===== config.mk =====
export PLATFORM = sky130hd
export DESIGN_NAME = qei_pulse_gen
export DESIGN_NICKNAME = d
export VERILOG_FILES = /design/src/rtl/qei_pulse_gen.sv
export SDC_FILE = /design/constraint.sdc
export NUM_CORES = 1
export LEC_CHECK = 0
export ABC_AREA = 1
export BUFFER_PORTS_ARGS = -buffer_cell sky130_fd_sc_hd__buf_2
export CAP_MARGIN = 10
export CORE_ASPECT_RATIO = 1.25
export CORE_MARGIN = 2
export CORE_UTILIZATION = 29
export DETAILED_ROUTE_END_ITERATION = 10
export MAX_ROUTING_LAYER = met4
export PLACE_DENSITY_LB_ADDON = 0.12
export SKIP_LAST_GASP = 1
export SLEW_MARGIN = 10
export SYNTH_ARGS = -nofsm -noshare
export SYNTH_HDL_FRONTEND = slang
export SYNTH_SLANG_ARGS = --single-unit

===== constraint.sdc =====
create_clock -name clk -period 2.55 [get_ports clk]
set_input_delay 0.3825 -clock clk [delete_from_list [all_inputs] [get_ports clk]]
set_output_delay 0.3825 -clock clk [all_outputs]
set_load 0.005 [all_outputs]

===== src/rtl/qei_pulse_gen.sv =====
// rtl/qei_pulse_gen.sv - quadrature encoder emulator: step commands in, chA/chB edges and signed position out
module qei_pulse_gen #(
    parameter int STEP_W   = 16,
    parameter int PERIOD_W = 16,
    parameter int POS_W    = 32
) (
    input  logic                clk,
    input  logic                rst,
    input  logic                cmd_valid_i,
    output logic                cmd_ready_o,
    input  logic                cmd_dir_i,
    input  logic [STEP_W-1:0]   cmd_steps_i,
    input  logic [PERIOD_W-1:0] cmd_period_i,
    input  logic                abort_i,
    input  logic                pos_clear_i,
    output logic                cha_o,
    output logic                chb_o,
    output logic                busy_o,
    output logic                done_o,
    output logic [POS_W-1:0]    position_o
);

    typedef enum logic {
        ST_IDLE = 1'b0,
        ST_RUN  = 1'b1
    } state_t;

    state_t              state_q;
    logic                dir_q;
    logic [STEP_W-1:0]   remaining_q;
    logic [PERIOD_W-1:0] reload_q;
    logic [PERIOD_W-1:0] timer_q;
    logic [1:0]          phase_q;
    logic [POS_W-1:0]    position_q;
    logic                busy_q;
    logic                done_q;

    logic [1:0]          phase_d;
    logic [POS_W-1:0]    position_d;
    logic [PERIOD_W-1:0] cmd_reload;

    // Phase is {chA,chB}; forward walks 00->10->11->01, reverse walks it backwards.
    always_comb begin
        phase_d = phase_q;
        case ({dir_q, phase_q})
            3'b1_00: phase_d = 2'b10;
            3'b1_10: phase_d = 2'b11;
            3'b1_11: phase_d = 2'b01;
            3'b1_01: phase_d = 2'b00;
            3'b0_00: phase_d = 2'b01;
            3'b0_01: phase_d = 2'b11;
            3'b0_11: phase_d = 2'b10;
            3'b0_10: phase_d = 2'b00;
            default: phase_d = phase_q;
        endcase
    end

    always_comb begin
        position_d = dir_q ? (position_q + POS_W'(1)) : (position_q - POS_W'(1));
        cmd_reload = (cmd_period_i == '0) ? '0 : (cmd_period_i - PERIOD_W'(1));
    end

    always_ff @(posedge clk) begin
        if (rst) begin
            state_q     <= ST_IDLE;
            dir_q       <= 1'b0;
            remaining_q <= '0;
            reload_q    <= '0;
            timer_q     <= '0;
            phase_q     <= 2'b00;
            position_q  <= '0;
            busy_q      <= 1'b0;
            done_q      <= 1'b0;
        end else begin
            done_q <= 1'b0;
            case (state_q)
                ST_IDLE: begin
                    if (cmd_valid_i) begin
                        if (cmd_steps_i == '0) begin
                            done_q <= 1'b1;
                        end else begin
                            dir_q       <= cmd_dir_i;
                            remaining_q <= cmd_steps_i;
                            reload_q    <= cmd_reload;
                            timer_q     <= cmd_reload;
                            busy_q      <= 1'b1;
                            state_q     <= ST_RUN;
                        end
                    end
                end
                ST_RUN: begin
                    if (abort_i) begin
                        busy_q  <= 1'b0;
                        state_q <= ST_IDLE;
                    end else if (timer_q == '0) begin
                        phase_q     <= phase_d;
                        position_q  <= position_d;
                        remaining_q <= remaining_q - STEP_W'(1);
                        timer_q     <= reload_q;
                        if (remaining_q == STEP_W'(1)) begin
                            busy_q  <= 1'b0;
                            done_q  <= 1'b1;
                            state_q <= ST_IDLE;
                        end
                    end else begin
                        timer_q <= timer_q - PERIOD_W'(1);
                    end
                end
                default: state_q <= ST_IDLE;
            endcase
            // Clearing wins over a same-cycle edge; the channel edge above still lands.
            if (pos_clear_i) begin
                position_q <= '0;
            end
        end
    end

    assign cmd_ready_o = (state_q == ST_IDLE);
    assign cha_o       = phase_q[1];
    assign chb_o       = phase_q[0];
    assign busy_o      = busy_q;
    assign done_o      = done_q;
    assign position_o  = position_q;

endmodule


==> metrics.csv <==
metric;value;unit
Slew Viols, Final;0;
gr usage total;17.5;%
most frequent cells in the layout;nand2_1, inv_1, nor2_1;
Die Area;25300;µm²
Critical Path Start Type;register;
Layout area overhead;14.8;%
Seq. cell area;1720;µm²
Die H;178;µm
non-filler cells, final;1542;
Final nets;1287;
die extent in x;143;µm
vias in the first global route;6751;
area of the multi-input gates;4430;µm²
Internal;2.46;mW
Fmax achieved;0.447;GHz
maximum VDD drop;0.322;mV
Synth cell types;49;
Top Ports;75;
Setup crit end kind;register;
global-route wire length before repair;34300;µm
Max Cap Viol;0;
Seq/Total Area, Yosys;24.7;%
vias post-DR;7127;
crit share post-route;87.7;%
Hold Fails Final Rpt;0;
max_slew headroom;62.1;%
adder-cell share of the synthesized area;6.74;%
Synth Net Count;1218;
CTS sink cnt;86;
initial antenna violation count;0;
Fill cells;2725;
Sw Share;35.5;%
combinational family with the most area after synthesis;simple AND/OR/NAND/NOR gates;
critical path arrival;2.49;ns
Final setup viols;0;
Post-Syn Area;6980;µm²
Core ar.;23700;µm²
Clock transition at path regs;0.07;ns
WHS;0.316;ns
leak pwr;4.26;nW
switching power;1.35;mW
Hold Crit Class;in -> reg;
min-delay src;cmd_valid_i;
post-cts hold buffer count;0;
Post-Synth Simple-Gate Area;33.4;%
Root Buffer;clkbuf_16;
Clock Skew;0.00955;ns
critical path fanouts, max;10;
Syn Inst Count;1143;
status;finished, final reports clean;
Inserted Diodes;0;
Syn. warnings;0;
cts repair resizes;0;
total clock buffers created by CTS;9;
Final Critical Period;2.24;ns
DRT Pass-1 Iters;5;
Critical path origin;dir_q;
Placer Congestion;0.860;
Seq pwr share;39.1;%
required time of the critical path;2.81;ns
power per cell area;475;nW/µm²
Rows;63;
compound-gate portion of the synthesized area;19.0;%
DR vias/cell;4.62;
clock latency on the worst-skew pair;0.35;ns
initial drt markers;291;
Synth Area in XOR/XNOR;4.26;%
CP Class;reg -> reg;
layout cells sized above 1;11.6;%
RSZ-0062 raised after global routing;false;
Logic pwr share;26.0;%
Setup Buffers After CTS;0;
DRT antenna net count;0;
Setup TNS Final;0;ns
mux cell area share after synthesis;0;%
Final Routed Wirelength;21300;µm
syn avg cell area;6.11;µm²
Remaining DRCs;0;
Remaining Overflow, GRT;0;
most common cell after layout, fill and taps aside;nand2_1;
largest net degree at the start of global routing;48;
Crit Reg-Reg Startpoint;dir_q;
Initial Utilization;29.4;%
clock tree from TritonCTS;done;
H-tree depth;3;
Worst-Margin Slew;0.564;ns
flop and latch count out of synthesis;86;
IO Port Bufs;74;
clk buf depth;2;
DPL Wire Length;16500;µm
routed len/inst;13.8;µm
Cells after DPL;1526;
clock share of power;34.9;%
[path summary, 6_finish.rpt]
| path | depth (start not counted) | endpoint | slack [ns] |
|---|---|---|---|
| min reg2reg | 2 | reload_q[4] | 0.47 |
| max | 14 | position_o[29] | 0.31 |
| min | 3 | done_o | 0.32 |
| max reg2reg | 14 | position_o[29] | 0.31 |
[power by group through the flow]
stage / Sequential (mW) / Combinational (mW) / Clock (mW)
after detailed placement: 1.52 / 0.996 / 0
after global placement: 1.52 / 0.999 / 0
after CTS: 1.49 / 1.00 / 1.38
final: 1.49 / 0.992 / 1.33
after global routing: 1.50 / 1.14 / 1.43
after floorplan: 1.50 / 0.748 / 0
[kinds of logic (layout without fill, tap and decap cells)]
family,count (synthesis),in the layout
AND/OR/NAND/NOR,553,553
AO/OA/AOI/OAI,229,229
buffers and inverters,204,278
flip-flops,86,86
adder cells (fa/ha/maj),37,37
XOR/XNOR,34,34
[per-stage QoR]
step                setup slack [ns]  area [µm²]  total power, mW  utilization, %
floorplan                      0.223        6980             2.25               -
global placement               0.314        7740             2.52            32.6
detailed placement             0.312        7740             2.51            32.6
CTS                            0.290        8020             3.87            33.8
global route                  0.0708        8020             4.07            33.8
finish                         0.314        8020             3.81            33.8
[critical path, stage by stage (launching register included)]
cell	delay [ns]
dfxtp_1	0.33
inv_1	0.07
buf_4	0.18
ha_1	0.32
or2_2	0.32
nand4_1	0.09
nand2_1	0.11
nand2_1	0.08
nand2_1	0.17
nand2_1	0.17
nand2_1	0.07
nand2_1	0.06
nand3_1	0.06
nand2_1	0.06
inv_1	0.03
[Yosys cell counts, drive strengths merged]
cell type,n,area [µm²]
a21o,2,15.0
nand4,15,93.8
nand2,289,1110
buf,16,125
o21bai,14,105
inv,173,657
a31o,2,17.5
nand3,77,390
a22oi,1,7.51
nor3,15,80.1
xnor2,14,123
o31ai,2,15.0
or2,3,18.8
nand3b,1,7.51
a211oi,1,7.51
and2,2,12.5
nor4,3,18.8
nor3b,1,7.51
o21ai,93,477
ha,36,450
and3,2,12.5
a21boi,1,7.51
nor2,145,578
a21oi,85,452
xor2,20,175
clkbuf,15,57.6
o211ai,9,81.3
o21a,16,120
fa,1,20.0
dfxtp,86,1720
a31oi,3,18.8
[layout make-up]
type                            instances  share of cell area [%]
Timing Repair Buffer                   89                    6.49
Tap cell                              325                    5.07
Inverter                              173                    8.19
Multi-Input combinational cell        853                    55.3
Clock inverter                          6                   0.546
Sequential cell                        86                    21.5
Clock buffer                           10                    2.98
[registers in the layout (all words and copies together) (netlist names)]
| name | cells |
|---|---|
| done_o | 1 |
| position_o | 32 |
| state_q | 1 |
| reload_q | 16 |
| timer_q | 16 |
| phase_q | 2 |
| busy_o | 1 |
| remaining_q | 16 |
| dir_q | 1 |
[metal layers]
layer / track usage (%) / up-vias / wire (µm)
met1: 20.6 / 3163 / 9650
met3: 2.05 / 18 / 595
met5: - / - / 0
met2: 31.7 / 112 / 10800
met4: 4.33 / 0 / 275
li1: - / 3834 / -
Note: power is estimated with default switching activity, not from simulation.
